===== src/rtl/vram_arbiter.sv =====
// Fixed-priority arbiter for NCH requesters sharing one external VRAM bus.
// Optional bank bit on ma_out when VRAM_ARBITER_BANK_EN is defined.
module vram_arbiter #(
    parameter int AW      = 13,
    parameter int DW      = 8,
    parameter int NCH     = 3,
    parameter int STB_CYC = 1,
    parameter int LOCK_CH = 2
) (
    input  logic              clk,
    input  logic              reset,
    input  logic [NCH-1:0]    req,
    input  logic [NCH-1:0]    we,
    input  logic [NCH*AW-1:0] addr,
    input  logic [NCH*DW-1:0] wdata,
    input  logic              lock,
    input  logic [DW-1:0]     md_in,
`ifdef VRAM_ARBITER_BANK_EN
    input  logic              bank_wr,
    input  logic              bank_d,
    output logic [AW:0]       ma_out,
`else
    output logic [AW-1:0]     ma_out,
`endif
    output logic [NCH-1:0]    ack,
    output logic [DW-1:0]     rdata,
    output logic [DW-1:0]     md_out,
    output logic              md_oe,
    output logic              mcs_n,
    output logic              moe_n,
    output logic              mwr_n,
    output logic              busy
);

    localparam int IW = (NCH > 1) ? $clog2(NCH) : 1;

    typedef enum logic [1:0] {
        S_IDLE,
        S_SETUP,
        S_STROBE,
        S_HOLD
    } state_t;

    state_t         r_state;
    logic [3:0]     r_cnt;
    logic           r_we;
    logic [IW-1:0]  r_win;
`ifdef VRAM_ARBITER_BANK_EN
    logic           r_bank;
`endif

    logic [NCH-1:0] w_lock_sel;
    logic [NCH-1:0] w_req_eff;
    logic           w_win_vld;
    logic [IW-1:0]  w_win_idx;
    logic [AW-1:0]  w_win_addr;
    logic [DW-1:0]  w_win_data;
    logic           w_win_we;
    logic           w_lock_we;
    logic           w_lockout;

    // A channel being acked this cycle still holds req; mask it so it is not re-granted.
    always_comb begin
        w_win_vld  = 1'b0;
        w_win_idx  = '0;
        w_win_addr = '0;
        w_win_data = '0;
        w_win_we   = 1'b0;
        for (int i = 0; i < NCH; i++) begin
            w_lock_sel[i] = (i == LOCK_CH);
        end
        w_req_eff = req & ~ack & ~(w_lock_sel & {NCH{lock}});
        for (int i = NCH - 1; i >= 0; i--) begin
            if (w_req_eff[i]) begin
                w_win_vld  = 1'b1;
                w_win_idx  = IW'(i);
                w_win_addr = addr[i*AW +: AW];
                w_win_data = wdata[i*DW +: DW];
                w_win_we   = we[i];
            end
        end
        w_lock_we = |(we & w_lock_sel);
        w_lockout = (r_state == S_IDLE) && lock && (|(req & ~ack & w_lock_sel)) && !w_win_vld;
    end

    always_ff @(posedge clk) begin
        if (reset) begin
            r_state <= S_IDLE;
            r_cnt   <= '0;
            r_we    <= 1'b0;
            r_win   <= '0;
            ack     <= '0;
            rdata   <= '0;
            ma_out  <= '0;
            md_out  <= '0;
            md_oe   <= 1'b0;
            mcs_n   <= 1'b1;
            moe_n   <= 1'b1;
            mwr_n   <= 1'b1;
            busy    <= 1'b0;
`ifdef VRAM_ARBITER_BANK_EN
            r_bank  <= 1'b0;
`endif
        end else begin
            ack <= '0;
`ifdef VRAM_ARBITER_BANK_EN
            if (bank_wr) begin
                r_bank <= bank_d;
            end
`endif
            case (r_state)
                S_IDLE, S_HOLD: begin
                    if (w_win_vld) begin
                        r_state <= S_SETUP;
                        r_we    <= w_win_we;
                        r_win   <= w_win_idx;
                        busy    <= 1'b1;
                        mcs_n   <= 1'b0;
`ifdef VRAM_ARBITER_BANK_EN
                        ma_out  <= {r_bank, w_win_addr};
`else
                        ma_out  <= w_win_addr;
`endif
                        md_oe   <= w_win_we;
                        if (w_win_we) begin
                            md_out <= w_win_data;
                        end
                    end else begin
                        r_state <= S_IDLE;
                        busy    <= 1'b0;
                        md_oe   <= 1'b0;
                        // Locked-out channel is answered without touching the bus.
                        if (w_lockout) begin
                            ack <= w_lock_sel;
                            if (!w_lock_we) begin
                                rdata <= '1;
                            end
                        end
                    end
                end
                S_SETUP: begin
                    r_state <= S_STROBE;
                    r_cnt   <= 4'(STB_CYC - 1);
                    if (r_we) begin
                        mwr_n <= 1'b0;
                    end else begin
                        moe_n <= 1'b0;
                    end
                end
                S_STROBE: begin
                    if (r_cnt == 4'd0) begin
                        r_state    <= S_HOLD;
                        mcs_n      <= 1'b1;
                        moe_n      <= 1'b1;
                        mwr_n      <= 1'b1;
                        ack[r_win] <= 1'b1;
                        if (!r_we) begin
                            rdata <= md_in;
                        end
                    end else begin
                        r_cnt <= r_cnt - 4'd1;
                    end
                end
                default: begin
                    r_state <= S_IDLE;
                end
            endcase
        end
    end

endmodule


===== config.mk =====
export PLATFORM = sky130hd
export DESIGN_NAME = vram_arbiter
export DESIGN_NICKNAME = d
export VERILOG_FILES = /design/src/rtl/vram_arbiter.sv
export SDC_FILE = /design/constraint.sdc
export NUM_CORES = 1
export LEC_CHECK = 0
export ABC_CLOCK_PERIOD_IN_PS = 3160
export CAP_MARGIN = 0
export CORE_MARGIN = 5
export CORE_UTILIZATION = 44
export CTS_CLUSTER_SIZE = 10
export DETAILED_ROUTE_END_ITERATION = 7
export PLACE_DENSITY = 0.94
export SKIP_LAST_GASP = 1
export SLEW_MARGIN = 15
export SYNTH_ARGS = -nofsm -noshare
export SYNTH_HDL_FRONTEND = slang
export SYNTH_SLANG_ARGS = --single-unit
export TNS_END_PERCENT = 20

===== constraint.sdc =====
create_clock -name clk -period 3.16 [get_ports clk]
set_clock_uncertainty 0.05 [all_clocks]
set_input_delay 0.474 -clock clk [delete_from_list [all_inputs] [get_ports clk]]
set_output_delay 0.474 -clock clk [all_outputs]
set_load 0.02 [all_outputs]

==> results.md, run 1 <==
* Xor/xnor share of the synthesized area at 0.00365
* Endpoints failing setup at 0
* Clock transition at the registers of the reported paths at 0.08 ns
* Drt drc at 0
* Die height at 83.8 microns
* Max IR drop VDD at approximately 370 uV
* DRT Wirelength at ~8.1 mm
* CP Data Arrival Time at about 2.7 ns
* Post-layout nets at 463
* Area of the mapped netlist at 2400 sq um
* Initial antenna violation count at 0
* Area of the core at 5200 sq um
* Starting Density at 0.461
* Aggregate global routing overflow at 0
* RePlAce Congestion at about 0.85
* Synthesized netlist cell count at ~280
* Worst setup SP type: input pin
* Synth Area in Adders at 0.0313
* Clock sinks at 46
* Layout fillers at 393
* Setup TNS at 0 ns
* Max-Cap Viols at 0
* Synth cell types at 44
* Status: finished, final reports clean
* Fraction of layout cells with a size suffix above 1 at 0.0532
* Post-CTS setup buffers at 0
* N_diodes at 0
* Sequential-to-total area share from yosys stat at 0.384
* Largest net degree at the start of global routing at between 40 and 50
* Most frequent cells in the layout: clkdlybuf4s50_1 (116), dfxtp_1 (46), nor2_1 (38), a211oi_1 (31), a222oi_1 (21)
* Final Worst Setup Slack at roughly 0.57 ns
* Synth Area in Simple Gates at 0.174
* Detail Placement HPWL at 6.05 mm
* CTS Buf Count at 5
* Mean cell area of the mapped netlist at 8.69 sq um
* Crit Path Class: input pin to flop
* Synth top area share at 0.384
* Tightest Pin Transition at roughly 0.85 ns
* Lkg Pwr at approximately 0.0013 uW
* Hold crit path type: flop to flop
* Die area at between 7000 and 8000 sq um
* Fmax at between 0.3 and 0.4 GHz
* Syn_nets at 362
* Top cells by area, synth: dfxtp_1 (38%), a211oi_1 (9.7%), a222oi_1 (8.8%), nor2_1 (5.9%), a31oi_1 (4.4%)
* Post-synthesis compound-gate area fraction at 0.332
* I/O Pins at roughly 120
* Setup crit end kind: flop
* Worst path required time at between 3 and 4 ns
* Largest area contributor in the netlist: dfxtp_1
* Synth-to-layout area growth at 52.0%
* GRT Total Usage at 0.223
* Vias in the first global route at roughly 2500
* Resize count post-CTS at 0
* Detailed Route Iter0 Violations at ~330
* Tmin final at ~2.6 ns
* Most common cell after layout, fill and taps aside: clkdlybuf4s50_1
* Area of the multi-input gates at between 1000 and 1500 sq um
* Max Root-Sink Buffers at 2
* Buffers on Ports at between 100 and 150
* Worst relative slew slack at 0.431
* CTS tree: yes
* Via/cell ratio at between 5 and 6
* Root Buffer: clkbuf_8
* CTS H-tree depth at 2
* Wire per inst at roughly 18 microns
* Tcrit/Tclk final at 0.820
* Post-CTS Hold Fix Bufs at 0
* YS warnings at 0
* Slew Viols, Final at 0
* Hold Fails Final Rpt at 0
* FF+latch area at around 900 sq um
* Fin Hold WS at 0.421 ns
* Worst-path maximum fanout at 21
* Via count at 2658
* Clk Latency, worst-skew pair at roughly 0.3 ns
* Synthesis-stage register bit count at 46
* Mux contribution to synthesized area at 0
* DR pass1 iterations at 6
* Pwr Density at 754 nW/um^2
* Die Wd at about 84 microns
* First-pass GRT wire length at about 13 mm
* Floorplan row count at 26
* Placement Setup Slack at 0.335 ns
* ANT nets after route at 0
* Largest family of logic cells by synthesized area: compound AO/OA/AOI/OAI gates
* RSZ-0062 raised after global routing: no
==> worst paths after layout <==
path | from | to | slack [ns] | depth (start not counted)
setup / recovery | req[2] | ma_out[0]$_SDFFE_PP0P_ | 0.57 | 5
hold / removal | md_oe$_SDFFE_PP0P_ | md_oe$_SDFFE_PP0P_ | 0.42 | 2
setup reg to reg | r_state[0]$_SDFFE_PP0P_ | rdata[6]$_SDFFE_PP0P_ | 0.82 | 5
hold reg to reg | md_oe$_SDFFE_PP0P_ | md_oe$_SDFFE_PP0P_ | 0.42 | 2
==> critical path, cell delays in order <==
cell and delay, ns:
clkdlybuf4s50_1 0.47, or3b_1 0.51, nor3_4 0.71, a222oi_1 0.25, a211oi_1 0.32
==> registers in the layout, summed over array words and instances, names as in the netlist, 2 cells and up <==
| signal | count |
|---|---|
| ma_out | 13 |
| r_cnt | 4 |
| ack | 3 |
| rdata | 8 |
| r_state | 2 |
| r_win | 2 |
| md_out | 8 |
==> metrics by stage <==
step | area, sq um | power [uW] | utilization | std cells
6_report | 3650 | 2750 | 0.700 | 446
5_1_grt | 3650 | 2910 | 0.700 | 446
4_1_cts | 3650 | 2750 | 0.700 | 446
3_5_place_dp | 3560 | 2400 | 0.685 | 440
3_3_place_gp | 3560 | 2350 | 0.683 | 440
2_1_floorplan | 2400 | 1770 | - | 276
==> power by group <==
| group | switching, uW | leakage, uW | internal, uW | total, uW |
|---|---|---|---|---|
| logic | 785 | 0.000893 | 669 | 1450 |
| clock network | 188 | 0.0000431 | 169 | 357 |
| registers | 146 | 0.000378 | 793 | 939 |
| total | 1120 | 0.00131 | 1630 | 2750 |
==> synthesized netlist by cell type <==
library cell  number
or3b_1             2
nor2b_1            2
and4_1             1
nor3_2             1
a211oi_1          31
buf_6              2
a31o_2             1
o21ai_0            2
o31ai_1            8
a21oi_1           14
nand2_1            9
buf_1              1
a222oi_1          21
o21bai_1           3
clkbuf_1          15
nor3b_2            1
buf_2              9
nand4b_1           2
and3b_1            1
or3b_2             1
nor2b_4            1
ha_1               6
xnor2_1            1
o211ai_1           1
a211o_1            1
a31oi_4            1
and2_1             1
nor3_1             5
nand2b_1           5
a2bb2oi_4          1
a31oi_1           17
or4b_1             1
nor2_1            38
or4_4              1
inv_1             12
and3_1             1
a21boi_1           1
o21ai_1            1
buf_4              1
dfxtp_1           46
nand3_1            4
or3_1              1
nor4_1             1
nor3b_1            1
==> logic make-up after synthesis <==
| group | after synthesis |
|---|---|
| and+or+nand+nor | 80 |
| buffers and inverters | 40 |
| AOI/OAI and AO/OA | 103 |
| DFF | 46 |
| xor gates and xnor gates | 1 |
| adders and majority gates | 6 |
==> layer usage <==
layer | up-vias | global-route usage | wire, microns
met3 | 23 | 0.0553 | 629
met1 | 1245 | 0.265 | 3030
met4 | 0 | 0.0863 | 250
li1 | 1254 | - | -
met2 | 136 | 0.385 | 4160
met5 | - | 0 | 0
==> area by class of cell <==
| class | instances | area share |
|---|---|---|
| Multi-Input combinational cell | 190 | 0.358 |
| Sequential cell | 46 | 0.253 |
| Inverter | 12 | 0.0124 |
| Tap cell | 70 | 0.0240 |
| Clock buffer | 6 | 0.0226 |
| Timing Repair Buffer | 122 | 0.331 |
Note: power is estimated with default switching activity, not from simulation.
==> run 2, diff against run 1 <==
--- a/config.mk
+++ b/config.mk
@@ -5,13 +5,13 @@
 export SDC_FILE = /design/constraint.sdc
 export NUM_CORES = 1
 export LEC_CHECK = 0
-export ABC_CLOCK_PERIOD_IN_PS = 3160
+export ABC_CLOCK_PERIOD_IN_PS = 2350
 export CAP_MARGIN = 0
 export CORE_MARGIN = 5
-export CORE_UTILIZATION = 44
+export CORE_UTILIZATION = 37
 export CTS_CLUSTER_SIZE = 10
 export DETAILED_ROUTE_END_ITERATION = 7
-export PLACE_DENSITY = 0.94
+export PLACE_DENSITY = 0.85
 export SKIP_LAST_GASP = 1
 export SLEW_MARGIN = 15
 export SYNTH_ARGS = -nofsm -noshare
==> constraint.sdc (replaced) <==
create_clock -name clk -period 2.35 [get_ports clk]
set_clock_uncertainty 0.05 [all_clocks]
set_input_delay 0.3525 -clock clk [delete_from_list [all_inputs] [get_ports clk]]
set_output_delay 0.3525 -clock clk [all_outputs]
set_load 0.02 [all_outputs]
==> results.md, run 2 (synthesis results as in run 1) <==
* R2r endpoint: rdata[6]$_SDFFE_PP0P_
* Placed Area at 3660 sq um
* Floorplan row count at 29
* Max IR drop VDD at 711 uV
* Fraction of layout cells with a size suffix above 1 at 0.0749
* Detail Placement HPWL at ~6.1 mm
* Hold-critical path endpoint: rdata[4]$_SDFFE_PP0P_
* CP Data Arrival Time at ~2.2 ns
* Hold crit path type: flop to flop
* Die Wd at between 90 and 100 microns
* Die height at between 90 and 100 microns
* Hold Fails Final Rpt at 0
* Tightest Pin Transition at 0.710 ns
* Initial antenna violation count at 0
* R2R Setup Slk at between 0.2 and 0.3 ns
* Tmin final at ~2.1 ns
* DR pass1 iterations at 7
* Clock sinks at 46
* Worst-path maximum fanout at 21
* Area of the core at 6310 sq um
* Reg2reg path depth at 5
* Post-layout nets at approximately 470
* Via count at 2646
* Layout fillers at 571
* CTS tree: yes
* Starting Density at 0.380
* Hold path depth at 2
* Tcrit/Tclk final at 0.890
* Placement Setup Slack at between 0.07 and 0.08 ns
* Most common cell after layout, fill and taps aside: clkdlybuf4s50_1
* Aggregate global routing overflow at 0
* Fmax at about 0.48 GHz
* Top flop regs: ma_out (13), md_out (8), rdata (8)
* Clock transition at the registers of the reported paths at about 0.080 ns
* ANT nets after route at 0
* Root Buffer: clkbuf_8
* Worst relative slew slack at 0.527
* Endpoints failing setup at 0
* Finished Cell Area at roughly 3800 sq um
* Slew Viols, Final at 0
* Crit Path Class: flop to flop
* Max-Cap Viols at 0
* Setup crit end kind: flop
* Buffers on Ports at 116
* Post-CTS setup buffers at 0
* Status: finished, final reports clean
* Most frequent cells in the layout: clkdlybuf4s50_1 (116), dfxtp_1 (46), nor2_1 (38), a211oi_1 (31), a222oi_1 (21)
* Max Root-Sink Buffers at 2
* Hold path start: rdata[4]$_SDFFE_PP0P_
* Detailed Route Iter0 Violations at 206
* Drt drc at 0
* Power, Total at 3850 uW
* Pwr Density at between 1000 and 1500 nW/um^2
* Setup TNS at 0 ns
* First-pass GRT wire length at about 13 mm
* Reg with most FFs: ma_out
* RePlAce Congestion at ~0.82
* R2r startpoint: r_state[0]$_SDFFE_PP0P_
* Area of the multi-input gates at around 1300 sq um
* N_diodes at 0
* FF+latch area at 921 sq um
* Worst setup SP type: flop
* Final Worst Setup Slack at approximately 0.26 ns
* I/O Pins at roughly 120
* Clk Latency, worst-skew pair at approximately 0.30 ns
* CTS Buf Count at 5
* Synth-to-layout area growth at 57.0%
* DRT Wirelength at a little over 8 mm
* Wire per inst at 17.4 microns
* Die area at slightly above 8000 sq um
* Largest net degree at the start of global routing at 27
* GRT Total Usage at 0.189
* Max reg flops at 13
* Post-CTS Hold Fix Bufs at 0
* Vias in the first global route at approximately 2600
* CTS H-tree depth at 2
* Worst path required time at between 2 and 2.5 ns
* Lkg Pwr at around 0.0014 uW
* Via/cell ratio at about 5.7
* RSZ-0062 raised after global routing: no
* Resize count post-CTS at 0
## run 2: critical path: stages (launching register included)
cell	delay (ns)
dfxtp_1	0.35
inv_1	0.09
ha_1	0.62
nand3_1	0.44
o31ai_1	0.36
a211oi_1	0.07
## run 2: worst max-delay path by stage
stage | slack [ns] | end | startpoint | depth (start not counted)
after floorplan | 0.41 | rdata[0]$_SDFFE_PP0P_ | r_state[0]$_SDFFE_PP0P_ | 6
final | 0.26 | rdata[6]$_SDFFE_PP0P_ | r_state[0]$_SDFFE_PP0P_ | 5
after global placement | 0.15 | ma_out[8]$_SDFFE_PP0P_ | req[2] | 6
after detailed placement | 0.07 | ma_out[11]$_SDFFE_PP0P_ | req[2] | 6
after global routing | 0.11 | rdata[0]$_SDFFE_PP0P_ | r_state[0]$_SDFFE_PP0P_ | 5
after CTS | 0.26 | rdata[3]$_SDFFE_PP0P_ | r_state[0]$_SDFFE_PP0P_ | 5
## run 2: power by group
part	switching, uW	internal (uW)	leakage, uW	total, uW
Clock	271	319	0.0000524	590
Sequential	204	1070	0.000378	1270
Combinational	1060	930	0.000940	1990
Total	1540	2320	0.00137	3850
## run 2: cell type report
type	count	area share
Tap cell	77	0.0256
Inverter	12	0.0120
Timing Repair Buffer	131	0.345
Multi-Input combinational cell	190	0.345
Clock inverter	1	0.00798
Clock buffer	7	0.0203
Sequential cell	46	0.245
## run 2: through the flow
| stage | hold slack, ns | std cells | util |
|---|---|---|---|
| 4_1_cts | 0.426 | 464 | 0.596 |
| 3_5_place_dp | 0.412 | 456 | 0.579 |
| 3_3_place_gp | 0.403 | 456 | 0.579 |
| 2_1_floorplan | 0.384 | 276 | - |
| 5_1_grt | 0.435 | 464 | 0.596 |
| 6_report | 0.422 | 464 | 0.596 |
## run 2: metal layers
metal	part of all wire	vias to the layer above	track usage
met1	0.41	1252	0.223
li1	-	1278	-
met4	0.019	0	0.0682
met5	0	-	0
met3	0.064	14	0.0550
met2	0.51	102	0.321
